$ cat config.mk
export PLATFORM = sky130hd
export DESIGN_NAME = preamble_insert
export DESIGN_NICKNAME = d
export VERILOG_FILES = /design/src/rtl/preamble_insert_pkg.sv /design/src/rtl/preamble_rom.sv /design/src/rtl/preamble_insert.sv
export SDC_FILE = /design/constraint.sdc
export NUM_CORES = 1
export LEC_CHECK = 0
export ABC_AREA = 1
export CAP_MARGIN = 20
export CORE_AREA = 2 2 88 90
export CTS_CLUSTER_SIZE = 16
export DETAILED_ROUTE_END_ITERATION = 10
export DIE_AREA = 0 0 90 92
export GPL_TIMING_DRIVEN = 0
export PLACE_DENSITY = 0.72
export SLEW_MARGIN = 20
export SYNTH_ARGS = -nofsm -noshare
export SYNTH_HDL_FRONTEND = slang
export SYNTH_SLANG_ARGS = --single-unit
$ cat constraint.sdc
create_clock -name CLK_I -period 2.09 [get_ports CLK_I]
set_input_delay 0.5225 -clock CLK_I [delete_from_list [all_inputs] [get_ports CLK_I]]
set_output_delay 0.5225 -clock CLK_I [all_outputs]
set_load 0.01 [all_outputs]
$ cat src/rtl/preamble_insert_pkg.sv
// Shared definitions for the preamble inserter: FSM encoding, sign-code mapping and defaults.
package preamble_insert_pkg;

  typedef enum logic [1:0] {
    StIdle = 2'd0,
    StPre  = 2'd1,
    StData = 2'd2,
    StDone = 2'd3
  } state_e;

  // Default magnitude of each preamble component.
  localparam logic signed [15:0] AmpDefault = 16'sh2000;

  // Sign-code layout, shared with the receiver correlator taps.
  localparam int unsigned CodeReBit = 0;
  localparam int unsigned CodeImBit = 1;
  localparam logic        SignNeg   = 1'b1;

  // Map a 2-bit sign code onto a packed {Im, Re} sample of magnitude amp.
  function automatic logic [31:0] code_to_sample(input logic [1:0]         code,
                                                 input logic signed [15:0] amp);
    logic signed [15:0] re;
    logic signed [15:0] im;
    re = (code[CodeReBit] == SignNeg) ? -amp : amp;
    im = (code[CodeImBit] == SignNeg) ? -amp : amp;
    return {im, re};
  endfunction

endpackage

$ cat src/rtl/preamble_rom.sv
// Preamble sign table: combinational lookup of the 2-bit sign code for a ROM index.
module preamble_rom import preamble_insert_pkg::*; #(
  parameter int unsigned PRE_LEN = 128
) (
  input  logic [((PRE_LEN > 1) ? $clog2(PRE_LEN) : 1)-1:0] idx_i,
  output logic [1:0]                                        code_o
);

  localparam int unsigned IdxW = (PRE_LEN > 1) ? $clog2(PRE_LEN) : 1;

  // Each sign is the inverted parity of a fixed tap set of the index bits; entry 0 is all-negative.
  localparam logic [IdxW-1:0] MaskRe = IdxW'(32'h05);
  localparam logic [IdxW-1:0] MaskIm = IdxW'(32'h29);

  // Table lookup; indices at or beyond PRE_LEN are never addressed.
  always_comb begin
    code_o            = 2'b00;
    code_o[CodeReBit] = ~(^(idx_i & MaskRe));
    code_o[CodeImBit] = ~(^(idx_i & MaskIm));
  end

endmodule

$ cat src/rtl/preamble_insert.sv
// Frame-level preamble inserter: prepends PRE_REP passes of the preamble ROM to each payload frame.
module preamble_insert import preamble_insert_pkg::*; #(
  parameter int unsigned        PRE_LEN = 128,
  parameter int unsigned        PRE_REP = 2,
  parameter logic signed [15:0] AMP     = AmpDefault
) (
  input  logic        CLK_I,
  input  logic        RST_I,
  input  logic [31:0] DAT_I,
  input  logic        STB_I,
  input  logic        CYC_I,
  output logic        ACK_O,
  output logic [31:0] DAT_O,
  output logic        STB_O,
  output logic        CYC_O,
  input  logic        ACK_I
);

  localparam int unsigned     IdxW    = (PRE_LEN > 1) ? $clog2(PRE_LEN) : 1;
  localparam int unsigned     RepW    = $clog2(PRE_REP + 1);
  localparam logic [IdxW-1:0] IdxLast = IdxW'(PRE_LEN - 1);
  localparam logic [RepW-1:0] RepAll  = RepW'(PRE_REP);

  state_e            state_q, state_d;
  logic [IdxW-1:0]   idx_q, idx_d;
  logic [RepW-1:0]   rep_q, rep_d;
  logic [31:0]       dat_q, dat_d;
  logic              stb_q, stb_d;
  logic              cyc_q, cyc_d;
  logic              ack;
  logic              slot_free;
  logic [1:0]        code;

  preamble_rom #(
    .PRE_LEN (PRE_LEN)
  ) u_rom (
    .idx_i  (idx_q),
    .code_o (code)
  );

  // Output register can take a new sample when empty or being drained this cycle.
  assign slot_free = ~stb_q | ACK_I;

  // Next-state, output register load and input acknowledge.
  always_comb begin
    state_d = state_q;
    idx_d   = idx_q;
    rep_d   = rep_q;
    dat_d   = dat_q;
    stb_d   = stb_q;
    cyc_d   = cyc_q;
    ack     = 1'b0;
    unique case (state_q)
      StIdle: begin
        if (CYC_I) begin
          state_d = StPre;
          cyc_d   = 1'b1;
          idx_d   = '0;
          rep_d   = '0;
        end
      end
      StPre: begin
        if (slot_free) begin
          if (rep_q == RepAll) begin
            // All preamble samples loaded; the last one leaves the slot on this edge.
            stb_d   = 1'b0;
            state_d = CYC_I ? StData : StDone;
          end else begin
            dat_d = code_to_sample(code, AMP);
            stb_d = 1'b1;
            if (idx_q == IdxLast) begin
              idx_d = '0;
              rep_d = rep_q + 1'b1;
            end else begin
              idx_d = idx_q + 1'b1;
            end
          end
        end
      end
      StData: begin
        ack = CYC_I & STB_I & slot_free;
        if (!CYC_I) begin
          state_d = StDone;
          if (ACK_I) stb_d = 1'b0;
        end else if (slot_free) begin
          stb_d = STB_I;
          if (STB_I) dat_d = DAT_I;
        end
      end
      StDone: begin
        if (!stb_q) begin
          cyc_d   = 1'b0;
          state_d = StIdle;
        end else if (ACK_I) begin
          stb_d = 1'b0;
        end
      end
      default: state_d = StIdle;
    endcase
  end

  // State and output registers with synchronous active-low reset.
  always_ff @(posedge CLK_I) begin
    if (!RST_I) begin
      state_q <= StIdle;
      idx_q   <= '0;
      rep_q   <= '0;
      dat_q   <= '0;
      stb_q   <= 1'b0;
      cyc_q   <= 1'b0;
    end else begin
      state_q <= state_d;
      idx_q   <= idx_d;
      rep_q   <= rep_d;
      dat_q   <= dat_d;
      stb_q   <= stb_d;
      cyc_q   <= cyc_d;
    end
  end

  assign ACK_O = ack;
  assign DAT_O = dat_q;
  assign STB_O = stb_q;
  assign CYC_O = cyc_q;

endmodule

# After elaboration in Yosys (flattened, before gate mapping)
# Index checks and enable logic that the tools add are counted.
totals:
  out_inout_bits: 35
  mem_bits_ro: 0
  mem_bits_rw: 0
  ff_bits: 45
  latch_bits: 0
  in_bits: 37
  n_memories: 0
classes:
  n_div: 0
  order_cmp: 0
  n_mul: 0
  n_addsub: 2
  n_eq_ne: 17
  shifts: 0
  bitwise: 4
  reduce_logical: 13
  n_mux: 37
ops:
  columns: ["operator", "count"]
  rows:
  - ["$mux 32", 5]
  - ["$pmux 32 s2", 1]
  - ["$mux 16", 2]
  - ["$mux 7", 4]
  - ["$ne 2x2->1 const B", 10]
  - ["$mux 2", 9]
  - ["$pmux 7 s2", 1]
  - ["$reduce_xor 7->1", 2]
  - ["$mux 1", 11]
  - ["$reduce_and 5->1", 2]
  - ["$pmux 2 s4", 1]
  - ["$reduce_and 4->1", 2]
  - ["$add 7x1->7 const B", 1]
  - ["$eq 7x7->1 const B", 1]
  - ["$eq 2x2->1 const B", 3]
  - ["$ne 3x3->1 const B", 2]
  - ["$reduce_and 6->1", 1]
  - ["$reduce_bool 2->1", 3]
  - ["$pmux 2 s2", 1]
  - ["$pmux 1 s3", 1]
  - ["$reduce_and 3->1", 1]
  - ["$reduce_bool 3->1", 1]
  - ["$add 2x1->2 const B", 1]
  - ["$and 1x1->1", 2]
  - ["other kinds (5)", 5]

# Logic depth before layout (Yosys ltp)
# Gate-level depths: netlist of run 1.
logic_depth:
  word_depth: 5
  depth_mapped: 10
  depth_no_buf: 10

# Modules after synthesis
# Synthesis of run 1 repeated with hierarchy kept, for this count alone.
hier_totals:
  cells_unflattened: 363
  area_unflattened_um2: 2414.8
by_module_without_submodules:
  columns: ["mod", "area_per_inst_um2", "n_inst", "seq_area_each_um2", "cells_per_inst"]
  rows:
  - ["preamble_insert", 2371.0, 1, 900.9, 353]
  - ["preamble_rom", 43.8, 1, 0.0, 10]

# Worst setup path before layout of run 1
# Ideal clock, no wire load.
synth_timing:
  path_type: "reg-to-reg"
  start: "register state_q[0]"
  end: "register dat_q[10], in the netlist DAT_O[10]"
  t_arrival_ps: 1459
  period_less_slack_ps: 1572
  path_buffers: 2
  slack_ps: 518
  path_stages_with_launch: 11
  required_time_ps: 1977
  path_cell_list: "dfxtp_1 inv_1 ha_1 nor2_1 inv_1 nand2_1 nor2_4 buf_6 buf_8 a21oi_2 nor2_1"
synth_via:
  elab_chain_cells: 3
  word_cells_on_any_way: 10
  classes_between: "7 x eq/ne; 1 x mux; 2 x reduce/logical"
synth_rtl:
  columns: ["item", "line_no", "text"]
  rows:
  - ["start: declaration", "preamble_insert.sv:24", "state_e state_q, state_d;"]
  - ["start signal: assignment", "preamble_insert.sv:105", "state_q <= StIdle;"]
  - ["start signal: assignment", "preamble_insert.sv:112", "state_q <= state_d;"]
  - ["$eq 2x2->1 / $eq 2x1->1 (equally long branches)", "preamble_insert.sv:53", "unique case (state_q)"]
  - ["$ne 2x2->1 (no source line) / $reduce_bool 2->1 (equally long branches)", null, null]
  - ["$reduce_and 6->1 (no source line)", null, null]
  - ["end signal: assignment", "preamble_insert.sv:115", "dat_q <= dat_d;"]
  - ["end: declaration", "preamble_insert.sv:27", "logic [31:0] dat_q, dat_d;"]
# Several ways; a longest one is shown, not always the timed one.
# A chain may end at the register's enable or synchronous reset.

# Worst setup path after layout of run 1
layout_timing:
  start: "input ACK_I"
  end: "output ACK_O"
layout_via:
  elab_chain_cells: 3
layout_rtl:
  columns: ["item", "line_no", "text"]
  rows:
  - ["start: declaration", "preamble_insert.sv:16", "input logic ACK_I"]
  - ["$or 1x1->1", "preamble_insert.sv:42", "assign slot_free = ~stb_q | ACK_I;"]
  - ["$and 1x1->1", "preamble_insert.sv:81", "ack = CYC_I & STB_I & slot_free;"]
  - ["$mux 1", "preamble_insert.sv:53", null]
  - ["end: declaration", "preamble_insert.sv:12", "output logic ACK_O,"]
# Every way passes these cells.

==> flow_summary_export.csv, run 1 <==
group,metric,value,unit
status,status,"complete, no violations",
timing,skew,0.008435,ns
timing,setup-violations-final,0,
logic_synthesis,yosysSeqAreaShare,36.00,%
logic_synthesis,avgSynthCellArea,6.551,um^2
global_routing,antenna_found_initial,0,
floorplanning,die_w,90,um
cts,cts_tree,"yes",
place,gp_congestion,0.8681,
cts,clk_root_buffer_cell,"clkbuf_8",
place,io_buffers,71,
logic_synthesis,synthTopCellsByCount,"117 x nand2_1, 60 x nor2_1, 45 x dfxtp_1, 45 x nand3_1, 32 x inv_1",
floorplanning,start_util,33.60,%
logic_synthesis,ys.warnings.count,0,
timing,fmaxAchievable,0.5116,GHz
hold_path,hold_depth,2,
critical_path,cp.arrival,1.43,ns
layout,fillers,767,
logic_synthesis,ys.flop_type,"dfxtp_1",
floorplanning,ios,72,
cts,numCtsBuffers,5,
critical_path,path_class,"input port to output port",
detailed_routing,dr.pass1.iters,4,
logic_synthesis,synth_async_sr_flop_share,0,%
logic_synthesis,netlist_area,2502,um^2
layout,area_growth,38.20,%
timing,finalMaxSlewViolations,0,
detailed_routing,routedWlPerCell,11.49,um
critical_path,end_kind,"output port",
place,post-place-ws,-0.3937,ns
layout,antenna_cells,0,
timing,setup-tns-final,0,ns
detailed_routing,ant_nets,0,
power_and_ir_drop,total_power,5.033,mW
floorplanning,die_y,92,um
place,dp_hpwl,4933,um
place,dpl-instance-area,3341,um^2
power_and_ir_drop,p_per_area,1455,nW/um^2
job,cap_viol_max_count,0,
critical_path,required,1.57,ns
global_routing,grt_pass1_wl,10870,um
floorplanning,fp-row-count,32,
cts,cts.clk_slew.worst_paths,0.08,ns
cts,clkLatencyLatePin,0.30,ns
floorplanning,coreArea,7447,um^2
global_routing,grt-ovfl-total,0,
logic_synthesis,ys_seq_elements,45,
cts,cts_htree_levels,2,
cts,clockBufferDepth,2,
floorplanning,dieArea,8280,um^2
layout,final_nets,504,
logic_synthesis,ys_types,25,
detailed_routing,drtIter0Drc,113,
timing,rsz0062_at_grt,"false",
global_routing,grt_max_degree,15,
cts,ctsHoldBuffers,0,
hold_path,hp-class,"flop to flop",
critical_path,path_max_fanout,4,
logic_synthesis,synth_area_leaders,"dfxtp_1 36%, nand2_1 18%, nand3_1 9.0%",
cts,clock-sinks,45,
timing,hold_viol,0,
timing,fin_crit,1.955,ns
layout,post-route-cell-area,3458,um^2
logic_synthesis,yosysMostFrequentCell,"nand2_1",
logic_synthesis,synth_edf_count,0,
layout,final_layout_size_suffix_gt1_share,11.28,%
detailed_routing,routed_wl,6467,um
logic_synthesis,synth_top_area_share,36.00,%
global_routing,grt_pass1_vias,2457,
timing,maxSlewHeadroom,67.18,%
logic_synthesis,synth_nets,426,
timing,finalCritPeriodShare,93.52,%
layout,finalCoreUtilization,46.44,%
power_and_ir_drop,leakagePower,1.487,nW
timing,tightest_slew,0.4923,ns
power_and_ir_drop,irDropWorstVdd,0.3899,mV
logic_synthesis,syn-instance-count,382,
timing,setup_slack,0.1354,ns
detailed_routing,drcViolationCount,0,
detailed_routing,viasPerCell,4.588,
global_routing,grt_usage,15.66,%
detailed_routing,vias,2583,
logic_synthesis,yosysTopAreaCell,"dfxtp_1",
critical_path,rr_worst_depth,9,
critical_path,startpoint_type,"input port",
==> placed cells by master, fill, tap and decap left out, drive strengths merged <==
cell           netlist  layout
o21ai                8       8
buf                 14      15
nor3                 1       1
clkbuf               7      13
inv                 33      33
nand2              118     118
nand4                3       3
nand3               45      45
clkinvlp             0       1
clkdlybuf4s50        0      68
dfxtp               45      45
or2                  1       1
bufinv               0       1
nand3b               1       1
o211ai               1       1
a21oi               35      35
dlygate4sd2          0       2
a22oi                1       1
nor2                62      62
ha                   7       7
==> repair_timing <==
action,4_1_cts,5_1_grt
resized for setup,6,3
setup buffers,0,0
endpoints found under the setup margin,1,1
endpoints found under the hold margin,0,0
==> worst max-delay path, cell delays in order <==
cell	delay, ns
clkdlybuf4s50_1	0.45
inv_1	0.07
nand2_2	0.10
inv_1	0.06
nor2_1	0.09
buf_2	0.14
==> layer usage <==
| layer | wire length (um) | share of wire (%) | track usage (%) | vias to the layer above |
|---|---|---|---|---|
| li1 | - | - | - | 1362 |
| met1 | 2928 | 45 | 18.73 | 1143 |
| met2 | 3167 | 49 | 27.88 | 74 |
| met3 | 336 | 5.2 | 3.615 | 4 |
| met4 | 35 | 0.54 | 4.872 | 0 |
| met5 | 0 | 0 | 0 | - |
==> cell type report <==
class	instances	area [um^2]	area share, %
flip-flops and latches	45	900.9	26.05
clock inverters	2	37.54	1.085
repair buffers	71	703.2	20.33
plain buffers	21	125.1	3.618
well taps	102	127.6	3.690
clock buffers	6	82.58	2.388
inverters	33	123.9	3.582
multi-input cells	283	1358	39.25
==> where the power goes <==
| group | internal (mW) | switching, mW | total (mW) |
|---|---|---|---|
| Clock | 0.389 | 0.298 | 0.687 |
| Combinational | 1.37 | 1.60 | 2.97 |
| Sequential | 1.16 | 0.214 | 1.38 |
| Total | 2.92 | 2.11 | 5.03 |
==> stage by stage <==
| stage | hold slack, ns | cells |
|---|---|---|
| 5_1_grt | 0.4941 | 563 |
| 3_3_place_gp | 0.4571 | 555 |
| 2_1_floorplan | 0.4353 | 382 |
| 4_1_cts | 0.4740 | 563 |
| 3_5_place_dp | 0.4600 | 555 |
| 6_report | 0.4696 | 563 |
==> final timing paths <==
kind,start,end,slack (ns)
hold / removal,idx_q[6]$_SDFFE_PN0P_,idx_q[6]$_SDFFE_PN0P_,0.47
setup / recovery,ACK_I,ACK_O,0.14
hold reg to reg,idx_q[6]$_SDFFE_PN0P_,idx_q[6]$_SDFFE_PN0P_,0.47
setup reg to reg,state_q[1]$_SDFFE_PN0P_,idx_q[3]$_SDFFE_PN0P_,0.27
==> registers in the layout, summed over array words and instances, names as in the netlist <==
register / flops
DAT_O: 32
rep_q: 2
CYC_O: 1
idx_q: 7
STB_O: 1
state_q: 2
==> kinds of logic after synthesis <==
| group | after synthesis | share of synthesized area, % |
|---|---|---|
| simple gates | 231 | 38.20 |
| compound gates | 45 | 12.35 |
| flops | 45 | 36.00 |
| buf+inv | 54 | 9.950 |
| fa+ha+maj | 7 | 3.500 |
(Power assumes the default switching activity.)
==> inputs of run 2 (changes only) <==
CTS_CLUSTER_SIZE = default   (was 16)
SLEW_MARGIN = 40   (was 20)
==> results of run 2 <==
No change in the layout: final DEF, timing and power equal those of run 1.
==> inputs of run 3 (changes only) <==
RECOVER_POWER = 100   (was default)
==> run 3 against run 2 <==
  * Sequential share of layout area grew 0.15 points
  * Maximum frequency is essentially flat
  * Wire length grew 0.17%
  * Total power shrank 3.0%
  * Critical path depth is the same
  * Clock skew grew 0.00079 ns
  * Global-route usage is the same
  * Setup slack is essentially flat
  * Sequential cell count is the same
  * Via count shrank 0.12%
  * First-iteration DRC count grew 17%
  * Sequential power is essentially flat
==> flow_summary_export.csv, run 3 (same netlist as run 1, synthesis figures left out) <==
group,metric,value,unit
critical_path,path_max_fanout,4,
global_routing,grt_max_degree,15,
timing,rsz0062_at_grt,"false",
timing,setup-tns-final,0,ns
detailed_routing,drtIter0Drc,132,
critical_path,cp.arrival,1.43,ns
layout,post-route-cell-area,3438,um^2
detailed_routing,drcViolationCount,0,
layout,antenna_cells,0,
timing,finalMaxSlewViolations,0,
detailed_routing,viasPerCell,4.583,
detailed_routing,ant_nets,0,
timing,setup_slack,0.1357,ns
layout,final_nets,504,
cts,clock-sinks,45,
cts,clk_root_buffer_cell,"clkbuf_8",
floorplanning,die_y,92,um
place,io_buffers,71,
global_routing,antenna_found_initial,0,
cts,cts.clk_slew.worst_paths,0.08,ns
timing,maxSlewHeadroom,67.71,%
floorplanning,die_w,90,um
layout,largest_reg_flops,32,
timing,finalCritPeriodShare,93.51,%
power_and_ir_drop,leakagePower,1.568,nW
cts,clockBufferDepth,2,
critical_path,regToRegSetupSlack,0.22,ns
critical_path,path_class,"input port to output port",
power_and_ir_drop,irDropWorstVdd,0.3821,mV
global_routing,grt-ovfl-total,0,
cts,numCtsBuffers,5,
critical_path,startpoint_type,"input port",
layout,layout_commonest_cell,"nand2_1",
critical_path,end_kind,"output port",
cts,clkLatencyLatePin,0.30,ns
cts,cts_setup_buffers,0,
cts,cts_tree,"yes",
place,dpl-instance-area,3341,um^2
power_and_ir_drop,p_per_area,1421,nW/um^2
detailed_routing,routedWlPerCell,11.51,um
detailed_routing,dr.pass1.iters,4,
timing,fmaxAchievable,0.5117,GHz
floorplanning,ios,72,
status,status,"complete, no violations",
floorplanning,coreArea,7447,um^2
floorplanning,dieArea,8280,um^2
power_and_ir_drop,total_power,4.884,mW
critical_path,required,1.57,ns
timing,tightest_slew,0.4844,ns
timing,worst_hold_slack,0.4690,ns
global_routing,grt_usage,15.66,%
cts,cts_htree_levels,2,
detailed_routing,vias,2580,
layout,area_growth,37.40,%
detailed_routing,routed_wl,6478,um
floorplanning,fp-row-count,32,
hold_path,hp-class,"flop to flop",
global_routing,grt_pass1_wl,10870,um
layout,final_layout_size_suffix_gt1_share,9.761,%
layout,final_cell_mix,"116 x nand2_1, 60 x nor2_1, 45 x dfxtp_1, 45 x nand3_1, 35 x dlygate4sd3_1",
place,post-place-ws,-0.3937,ns
layout,finalCoreUtilization,46.17,%
timing,setup-violations-final,0,
timing,hold_viol,0,
job,cap_viol_max_count,0,
place,dp_cells,555,
place,dp_hpwl,4933,um
place,gp_congestion,0.8681,
global_routing,grt_pass1_vias,2457,
floorplanning,start_util,33.60,%
timing,skew,0.009228,ns
timing,fin_crit,1.954,ns
layout,stdcell_count,563,
run 3: cell count changes in the layout (fill, tap and decap cells not counted), moves of 4 or more:
cell             change
buf_2                -5
clkbuf_2             +4
clkdlybuf4s50_1     -35
a21oi_1              +4
a21oi_2              -4
dlygate4sd3_1       +35
run 3: critical path, cell delays in order:
cell	delay [ns]
clkdlybuf4s50_1	0.45
inv_1	0.07
nand2_2	0.10
inv_1	0.06
nor2_1	0.09
buf_2	0.14
run 3: final timing paths:
kind	endpoint	start	cells past startpoint
setup / recovery	ACK_O	ACK_I	6
hold / removal	idx_q[6]$_SDFFE_PN0P_	idx_q[6]$_SDFFE_PN0P_	2
setup reg to reg	DAT_O[17]$_SDFFE_PN0P_	state_q[0]$_SDFFE_PN0P_	10
hold reg to reg	idx_q[6]$_SDFFE_PN0P_	idx_q[6]$_SDFFE_PN0P_	2
run 3: report_power, final:
| part | switching [mW] | total, mW | internal (mW) |
|---|---|---|---|
| clock | 0.300 | 0.688 | 0.389 |
| sequential | 0.197 | 1.36 | 1.16 |
| combinational | 1.59 | 2.83 | 1.25 |
run 3: timing repair:
item,in CTS,in global routing
hold buffers,0,0
pin swaps,0,0
setup endpoints to repair,1,1
resized for setup,6,3
run 3: layer usage:
metal | track usage, % | vias up | wire (um)
met5 | 0 | - | 0
li1 | - | 1359 | -
met1 | 18.73 | 1137 | 2857
met2 | 27.88 | 77 | 3149
met3 | 3.615 | 7 | 389
met4 | 4.872 | 0 | 81
run 3: layout make-up:
type,instances,area [um^2]
plain buffers,21,123.9
clock buffers,6,82.58
clock inverters,2,37.54
fillers,770,4009
inverters,33,123.9
multi-input cells,283,1339
flip-flops and latches,45,900.9
well taps,102,127.6
repair buffers,71,703.2
